--- config.mk ---
export PLATFORM = sky130hd
export DESIGN_NAME = mem_port_arbiter_flat
export DESIGN_NICKNAME = d
export VERILOG_FILES = /design/src/rtl/mem_port_arbiter_if.sv /design/src/rtl/mem_port_arbiter.sv /design/src/flat_wrapper.sv
export SDC_FILE = /design/constraint.sdc
export NUM_CORES = 1
export LEC_CHECK = 0
export CAP_MARGIN = 20
export CELL_PAD_IN_SITES_DETAIL_PLACEMENT = 0
export CELL_PAD_IN_SITES_GLOBAL_PLACEMENT = 1
export CORE_UTILIZATION = 10
export CTS_CLUSTER_SIZE = 16
export DETAILED_ROUTE_END_ITERATION = 10
export PLACE_DENSITY_LB_ADDON = 0.1
export SLEW_MARGIN = 30
export SYNTH_ARGS = -nofsm -noshare
export SYNTH_HDL_FRONTEND = slang
export SYNTH_SLANG_ARGS = --single-unit
--- constraint.sdc ---
create_clock -name clk -period 1.76 [get_ports clk]
set_input_delay 0.352 -clock clk [delete_from_list [all_inputs] [get_ports clk]]
set_output_delay 0.352 -clock clk [all_outputs]
set_load 0.03 [all_outputs]
--- src/rtl/mem_port_arbiter_if.sv ---
// Bundle of the instruction, data and memory-side Avalon-MM signals around mem_port_arbiter.
// The slave modport is the arbiter's view; the master modport is the CPU/memory side.
interface mem_port_arbiter_if #(
  parameter int unsigned ADDR_W = 32,
  parameter int unsigned DATA_W = 32
);
  logic [ADDR_W-1:0]   i_address;
  logic                i_read;
  logic [DATA_W-1:0]   i_readdata;
  logic                i_readdatavalid;
  logic                i_waitrequest;

  logic [ADDR_W-1:0]   d_address;
  logic                d_read;
  logic                d_write;
  logic [DATA_W/8-1:0] d_byteenable;
  logic [DATA_W-1:0]   d_writedata;
  logic [DATA_W-1:0]   d_readdata;
  logic                d_readdatavalid;
  logic                d_waitrequest;

  logic [ADDR_W-1:0]   m_address;
  logic                m_read;
  logic                m_write;
  logic [DATA_W/8-1:0] m_byteenable;
  logic [DATA_W-1:0]   m_writedata;
  logic [DATA_W-1:0]   m_readdata;
  logic                m_readdatavalid;
  logic                m_waitrequest;

  modport slave (
    input  i_address, i_read,
    output i_readdata, i_readdatavalid, i_waitrequest,
    input  d_address, d_read, d_write, d_byteenable, d_writedata,
    output d_readdata, d_readdatavalid, d_waitrequest,
    output m_address, m_read, m_write, m_byteenable, m_writedata,
    input  m_readdata, m_readdatavalid, m_waitrequest
  );

  modport master (
    output i_address, i_read,
    input  i_readdata, i_readdatavalid, i_waitrequest,
    output d_address, d_read, d_write, d_byteenable, d_writedata,
    input  d_readdata, d_readdatavalid, d_waitrequest,
    input  m_address, m_read, m_write, m_byteenable, m_writedata,
    output m_readdata, m_readdatavalid, m_waitrequest
  );
endinterface

--- src/rtl/mem_port_arbiter.sv ---
// Shares one Avalon-MM memory port between instruction fetch and data buses, one transfer at a time.
// Define MEM_ARB_ROUND_ROBIN_EN for round-robin on conflicts; default is fixed data-over-instruction.
module mem_port_arbiter #(
  parameter int unsigned ADDR_W = 32,
  parameter int unsigned DATA_W = 32
) (
  input  logic              clk,
  input  logic              rst,
  mem_port_arbiter_if.slave bus
);
  localparam int unsigned BE_W = DATA_W / 8;

  typedef enum logic [1:0] {IDLE, GRANT_I, GRANT_D, WAIT_RD} state_t;
  typedef enum logic {OWN_I = 1'b0, OWN_D = 1'b1} owner_t;

  state_t state_q, state_d;
  owner_t owner_q, owner_d;

  logic              req_i, req_d, d_wins;
  logic [ADDR_W-1:0] m_address_c;
  logic              m_read_c, m_write_c;
  logic [BE_W-1:0]   m_byteenable_c;
  logic [DATA_W-1:0] m_writedata_c;
  logic              i_waitrequest_c, d_waitrequest_c;
  logic              i_readdatavalid_c, d_readdatavalid_c;

`ifdef MEM_ARB_ROUND_ROBIN_EN
  owner_t last_q, last_d;

  always_ff @(posedge clk or negedge rst) begin
    if (!rst) last_q <= OWN_I;
    else      last_q <= last_d;
  end

  assign d_wins = (last_q == OWN_I);
`else
  assign d_wins = 1'b1;
`endif

  assign req_i = bus.i_read;
  assign req_d = bus.d_read | bus.d_write;

  always_ff @(posedge clk or negedge rst) begin
    if (!rst) begin
      state_q <= IDLE;
      owner_q <= OWN_I;
    end else begin
      state_q <= state_d;
      owner_q <= owner_d;
    end
  end

  always_comb begin
    state_d           = state_q;
    owner_d           = owner_q;
`ifdef MEM_ARB_ROUND_ROBIN_EN
    last_d            = last_q;
`endif
    m_address_c       = '0;
    m_read_c          = 1'b0;
    m_write_c         = 1'b0;
    m_byteenable_c    = '0;
    m_writedata_c     = '0;
    i_waitrequest_c   = 1'b1;
    d_waitrequest_c   = 1'b1;
    i_readdatavalid_c = 1'b0;
    d_readdatavalid_c = 1'b0;

    case (state_q)
      IDLE: begin
        if (req_i || req_d) begin
          if (req_d && (!req_i || d_wins)) begin
            state_d = GRANT_D;
            owner_d = OWN_D;
          end else begin
            state_d = GRANT_I;
            owner_d = OWN_I;
          end
`ifdef MEM_ARB_ROUND_ROBIN_EN
          last_d = owner_d;
`endif
        end
      end

      GRANT_I: begin
        m_address_c     = bus.i_address;
        m_read_c        = bus.i_read;
        m_byteenable_c  = '1;
        i_waitrequest_c = bus.m_waitrequest;
        if (!bus.i_read)              state_d = IDLE;
        else if (!bus.m_waitrequest)  state_d = WAIT_RD;
      end

      GRANT_D: begin
        // Simultaneous read and write from the data bus is issued as a write.
        m_address_c     = bus.d_address;
        m_write_c       = bus.d_write;
        m_read_c        = bus.d_read & ~bus.d_write;
        m_byteenable_c  = bus.d_byteenable;
        m_writedata_c   = bus.d_writedata;
        d_waitrequest_c = bus.m_waitrequest;
        if (!req_d)                   state_d = IDLE;
        else if (!bus.m_waitrequest)  state_d = bus.d_write ? IDLE : WAIT_RD;
      end

      WAIT_RD: begin
        if (bus.m_readdatavalid) begin
          if (owner_q == OWN_D) d_readdatavalid_c = 1'b1;
          else                  i_readdatavalid_c = 1'b1;
          state_d = IDLE;
        end
      end

      default: state_d = IDLE;
    endcase
  end

  assign bus.m_address       = m_address_c;
  assign bus.m_read          = m_read_c;
  assign bus.m_write         = m_write_c;
  assign bus.m_byteenable    = m_byteenable_c;
  assign bus.m_writedata     = m_writedata_c;
  assign bus.i_waitrequest   = i_waitrequest_c;
  assign bus.d_waitrequest   = d_waitrequest_c;
  assign bus.i_readdatavalid = i_readdatavalid_c;
  assign bus.d_readdatavalid = d_readdatavalid_c;
  assign bus.i_readdata      = bus.m_readdata;
  assign bus.d_readdata      = bus.m_readdata;
endmodule

--- src/flat_wrapper.sv ---
// flat-port wrapper written by rule: the top's interface ports become plain ports
module mem_port_arbiter_flat 
#(
  parameter int unsigned ADDR_W = 32,
  parameter int unsigned DATA_W = 32
)
  (clk, rst, bus_i_address, bus_i_read, bus_i_readdata, bus_i_readdatavalid, bus_i_waitrequest, bus_d_address, bus_d_read, bus_d_write, bus_d_byteenable, bus_d_writedata, bus_d_readdata, bus_d_readdatavalid, bus_d_waitrequest, bus_m_address, bus_m_read, bus_m_write, bus_m_byteenable, bus_m_writedata, bus_m_readdata, bus_m_readdatavalid, bus_m_waitrequest);
  mem_port_arbiter_if #(.ADDR_W(ADDR_W), .DATA_W(DATA_W)) bus_i ();
  input  logic clk;
  input  logic rst;
  input wire logic [$bits(bus_i.i_address)-1:0] bus_i_address;
  input wire logic [$bits(bus_i.i_read)-1:0] bus_i_read;
  output wire logic [$bits(bus_i.i_readdata)-1:0] bus_i_readdata;
  output wire logic [$bits(bus_i.i_readdatavalid)-1:0] bus_i_readdatavalid;
  output wire logic [$bits(bus_i.i_waitrequest)-1:0] bus_i_waitrequest;
  input wire logic [$bits(bus_i.d_address)-1:0] bus_d_address;
  input wire logic [$bits(bus_i.d_read)-1:0] bus_d_read;
  input wire logic [$bits(bus_i.d_write)-1:0] bus_d_write;
  input wire logic [$bits(bus_i.d_byteenable)-1:0] bus_d_byteenable;
  input wire logic [$bits(bus_i.d_writedata)-1:0] bus_d_writedata;
  output wire logic [$bits(bus_i.d_readdata)-1:0] bus_d_readdata;
  output wire logic [$bits(bus_i.d_readdatavalid)-1:0] bus_d_readdatavalid;
  output wire logic [$bits(bus_i.d_waitrequest)-1:0] bus_d_waitrequest;
  output wire logic [$bits(bus_i.m_address)-1:0] bus_m_address;
  output wire logic [$bits(bus_i.m_read)-1:0] bus_m_read;
  output wire logic [$bits(bus_i.m_write)-1:0] bus_m_write;
  output wire logic [$bits(bus_i.m_byteenable)-1:0] bus_m_byteenable;
  output wire logic [$bits(bus_i.m_writedata)-1:0] bus_m_writedata;
  input wire logic [$bits(bus_i.m_readdata)-1:0] bus_m_readdata;
  input wire logic [$bits(bus_i.m_readdatavalid)-1:0] bus_m_readdatavalid;
  input wire logic [$bits(bus_i.m_waitrequest)-1:0] bus_m_waitrequest;
  assign bus_i.i_address = bus_i_address;
  assign bus_i.i_read = bus_i_read;
  assign bus_i_readdata = bus_i.i_readdata;
  assign bus_i_readdatavalid = bus_i.i_readdatavalid;
  assign bus_i_waitrequest = bus_i.i_waitrequest;
  assign bus_i.d_address = bus_d_address;
  assign bus_i.d_read = bus_d_read;
  assign bus_i.d_write = bus_d_write;
  assign bus_i.d_byteenable = bus_d_byteenable;
  assign bus_i.d_writedata = bus_d_writedata;
  assign bus_d_readdata = bus_i.d_readdata;
  assign bus_d_readdatavalid = bus_i.d_readdatavalid;
  assign bus_d_waitrequest = bus_i.d_waitrequest;
  assign bus_m_address = bus_i.m_address;
  assign bus_m_read = bus_i.m_read;
  assign bus_m_write = bus_i.m_write;
  assign bus_m_byteenable = bus_i.m_byteenable;
  assign bus_m_writedata = bus_i.m_writedata;
  assign bus_i.m_readdata = bus_m_readdata;
  assign bus_i.m_readdatavalid = bus_m_readdatavalid;
  assign bus_i.m_waitrequest = bus_m_waitrequest;
  mem_port_arbiter #(.ADDR_W(ADDR_W), .DATA_W(DATA_W)) u_core (.clk(clk), .rst(rst), .bus(bus_i));
endmodule
* Word-level counts from Yosys, hierarchy flattened *
Index checks and enable logic that the tools add are counted.

word-level totals
  input bits = 139
  output and inout port bits = 138
  word-level logic and storage cells = 39
  register bits = 3

operators by class
  bitwise logic cells = 3
  eq/ne operators = 7
  reduce and logical (&&, ||, !) cells = 4
  multiplexer cells = 23

operators by type and width
  operator                                                                  count
  32-bit one-hot mux with 2 select lines                                    1
  32-bit 2-to-1 mux                                                         1
  2-bit 2-to-1 mux                                                          8
  1-bit 2-to-1 mux                                                          10
  2-bit one-hot mux with 4 select lines                                     1
  4-bit one-hot mux with 2 select lines                                     1
  3-bit inequality test (second input constant)                             2
  2-bit == test (second input constant)                                     2
  4-bit AND reduction                                                       1
  2-bit by 1-bit == test with 1-bit output (second input constant)          1
  2-bit zero test                                                           1
  2-bit by 1-bit inequality test with 1-bit output (second input constant)  1
  2-bit inequality test (second input constant)                             1
  1-bit one-hot mux with 2 select lines                                     1
  2-bit AND reduction                                                       1
  1-bit bitwise AND                                                         1
  1-bit logical OR                                                          1
  1-bit NOT                                                                 1
  1-bit OR                                                                  1

* Depth between registers and ports, before layout *
  depth after elaboration = 4
  gate-level depth with buffers = 6
  mapped depth without buffers = 5

* Worst setup path after synthesis *
OpenSTA, ideal clock, no wires.

  path kind = register -> output
  from = register u_core.state_q[0]
  to = output port bus_m_read
  buffers on the path = 2
  arrival time = 1936 ps
  slack = -528 ps
  cell stages (with the launch flop) = 7
  required time = 1408 ps
  path through = dfrtp_1 > inv_1 > ha_1 > clkbuf_1 > clkbuf_1 > nand3b_1 > a21boi_0

on the way
  word-level cells in the longest chain between the ends = 2
  elaborated cells on any way between the ends = 3
  classes of those cells = eq/ne: 2; mux: 1

RTL lines
  item                                                                              line                    RTL
  start: declaration                                                                mem_port_arbiter.sv:16  state_t state_q, state_d;
  start signal: assignment                                                          mem_port_arbiter.sv:48  state_q <= state_d;
  2-bit == test / 2-bit by 1-bit == test with 1-bit output (equally long branches)  mem_port_arbiter.sv:69  case (state_q)
  1-bit one-hot mux with 2 select lines (*)                                         mem_port_arbiter.sv:69
  end: declaration                                                                  flat_wrapper.sv:25      output wire logic [$bits(bus_i.m_read)-1:0] bus_m_read;

Every way passes the cells marked *; elsewhere a longest branch is shown, timed or not.

* Worst setup path in the final report *
  from = register u_core.state_q[1]
  to = output port bus_m_address[19]

on the way
  word-level cells in the longest chain between the ends = 2
  elaborated cells on any way between the ends = 3
  classes of those cells = eq/ne: 2; mux: 1

RTL lines
  item                                                                              line                    RTL
  2-bit == test / 2-bit by 1-bit == test with 1-bit output (equally long branches)  mem_port_arbiter.sv:69
  32-bit one-hot mux with 2 select lines (*)                                        mem_port_arbiter.sv:69
  end: declaration                                                                  flat_wrapper.sv:24      output wire logic [$bits(bus_i.m_address)-1:0] bus_m_address;

Marked as above.

==> flow_metrics.env <==
export IMPL_clock_path_buffers=2
export IMPL_drive_gt1_share_pct=49.0
export IMPL_drcViolationCount=0
export IMPL_port_buffer_count=180
export IMPL_finalSetupTns_ns=-3.55
export IMPL_ant_nets=0
export IMPL_wl_per_cell_um=13.0
export IMPL_row_count=45
export IMPL_gp_congestion=0.652
export IMPL_met3_usage_pct=3.02
export IMPL_hold_violations=0
export IMPL_fin_skew_ns=0.00176
export IMPL_holdWs_ns=0.331
export IMPL_grt_max_degree=38
export IMPL_cts_made_buffers=3
export IMPL_peakVddDrop_mv=0.522
export IMPL_synth_warnings=0
export IMPL_dr_first_iter_drc_count=29
export IMPL_status="complete, but fails checks"
export IMPL_grt_pass1_vias=2009
export IMPL_period_needed_ns=1.87
export IMPL_power_uw=5550
export IMPL_n_fill_cell=1666
export IMPL_start_util_pct=10.3
export IMPL_worst_pin_slew_ns=0.264
export IMPL_max_freq_ghz=0.535
export IMPL_seq_area_frac_synth_pct=4.80
export IMPL_htree_num_levels=1
export IMPL_endpoint_kind="output pin"
export IMPL_drv_slew=0
export IMPL_p_per_area_mw_per_mm2=1500
export IMPL_grtUsageMet2_pct=16.2
export IMPL_cts_sinks=3
export IMPL_firstDrtPassIters=2
export IMPL_core_area_mm2=0.0153
export IMPL_min_path_type="input port to async pin"
export IMPL_setup_violations=70
export IMPL_via_per_inst=3.43
export IMPL_final_common_cell="clkdlybuf4s50_1"
export IMPL_antenna_found_initial=0
export IMPL_power_leakage_uw=0.00145
export IMPL_drv_cap=0
export IMPL_dpl_hpwl_um=5590
export IMPL_synth_seq_cells=3
export IMPL_violations="setup timing"
export IMPL_rsz0062_at_grt="yes"
export IMPL_die_h_um=127
export IMPL_timing_final_crit_share_pct=106
export IMPL_multi_input_area_mm2=0.00122
export IMPL_cts_tree="done"
export IMPL_io_pins=277
export IMPL_cts_hold_buf=0
export IMPL_criticalPathCategory="register to output pin"
export IMPL_track_usage_pct=8.57
export IMPL_die_w_um=127
export IMPL_dpl_cell_area_mm2=0.00324
export IMPL_synthCells=220
export IMPL_critPathRequiredTime_ns=1.41
export IMPL_diodes=0
export IMPL_cp_start_kind="register"
export IMPL_syn_to_final_growth_pct=136
export IMPL_postSynthAreaPerCell_um2=7.11
export IMPL_cp_data_arrival_time_ns=1.52
export IMPL_nets=489
export IMPL_grt_busiest_layer="met2"
export IMPL_setup_ws_ns=-0.110
export IMPL_ff_latch_area_um2=76.3
export IMPL_final_cell_mix="106 x clkdlybuf4s50_1, 43 x buf_4, 38 x buf_6"
export IMPL_root_buffer="clkbuf_16"
export IMPL_grt_pass1_wl_um=10700
export IMPL_use_met1_pct=8.35
export IMPL_design_area_mm2=0.00370
export IMPL_yosysUniqueCellTypes=29
export IMPL_clk_pin_slew_ns=0.03
export IMPL_cp_max_fo=16
export IMPL_slew_headroom_pct=82.3
export IMPL_die_area_mm2=0.0162
export IMPL_insertion_delay_ns=0.22
export IMPL_totalWireLength_um=7210
export IMPL_syn_nets=365
export IMPL_overflow=0
export IMPL_syn_area_mm2=0.00157
export IMPL_vias=1898
## stage by stage
step / cells / worst slack [ns] / util, %
2_1_floorplan: 220 / 0.00414 / -
3_3_place_gp: 546 / -0.0223 / 21.3
3_5_place_dp: 546 / -0.0689 / 21.3
4_1_cts: 554 / -0.125 / 24.1
5_1_grt: 554 / -0.179 / 24.2
6_report: 554 / -0.110 / 24.2
## final timing paths
| path | endpoint | slack (ns) | from | cells past startpoint |
|---|---|---|---|---|
| setup / recovery | bus_m_address[19] | -0.11 | u_core.state_q[1] | 5 |
| hold / removal | u_core.owner_q | 0.33 | rst | 1 |
| setup reg to reg | u_core.state_q[0] | 0.12 | u_core.state_q[0] | 7 |
| hold reg to reg | u_core.owner_q | 0.52 | u_core.owner_q | 1 |
| max in group asynchronous | u_core.state_q[1] | 1.25 | rst | 1 |
| min in group clk | u_core.owner_q | 0.52 | u_core.owner_q | 1 |
## power by group
| group | switching, µW | internal (µW) |
|---|---|---|
| Clock | 61.6 | 299 |
| Sequential | 36.9 | 102 |
| Combinational | 2520 | 2530 |
## layout make-up
| cell class | count | share of cell area [%] |
|---|---|---|
| Clock buffer | 4 | 2.13 |
| Inverter | 3 | 0.372 |
| Multi-Input combinational cell | 135 | 32.9 |
| Sequential cell | 3 | 2.06 |
| Tap cell | 211 | 7.14 |
| Timing Repair Buffer | 198 | 55.4 |
## cells by family after synthesis
kind of cell,Yosys count,synth area share [%]
compound gates,42,20.0
fa+ha+maj,6,4.80
buf+inv,82,35.0
flops,3,4.80
mux,2,1.28
simple gates,85,34.1
## layer usage
layer | vias to the layer above | share of wire (%)
li1 | 917 | -
met1 | 835 | 34
met4 | 0 | 3.3
met2 | 127 | 52
met3 | 19 | 11
met5 | - | 0
## sequential cells by signal, summed over array words and instances, names as in the netlist
name	flops
u_core.state_q	2
u_core.owner_q	1
## worst max-delay path, cell delays in order (launching register included)
cell and delay [ns]:
dfrtp_2 0.42, inv_4 0.07, ha_4 0.33, buf_16 0.15
nor2b_2 0.17, buf_6 0.14
## synth_stat cells
cell type,n,area share (%)
nor2_1,2,0.48
a22o_1,1,0.56
ha_1,6,4.8
a31oi_1,1,0.40
and2_2,1,0.48
a22oi_1,32,15
or2_2,1,0.40
dfrtp_1,3,4.8
nand2b_1,2,0.80
mux2i_1,2,1.3
or2b_1,1,0.48
nand3b_1,1,0.48
a21oi_1,4,1.3
clkbuf_1,15,3.6
and3b_1,1,0.56
nor2b_1,36,14
a211oi_1,1,0.48
o2111ai_2,1,0.96
or2_1,1,0.40
and4bb_2,1,0.80
buf_4,64,31
or4b_1,1,0.64
nand3_1,1,0.32
and3_1,1,0.40
and2_1,32,13
a21boi_0,1,0.48
o211ai_1,1,0.48
inv_1,3,0.72
nand2_1,3,0.72
## what timing repair did
item	4_1_cts	5_1_grt
endpoints found under the setup margin	71	71
endpoints found under the hold margin	0	0
buffers inserted	2	0
resized for setup	70	6
pin swaps	7	0
cloned	2	0
No activity file was read; power rests on OpenSTA's default activity.
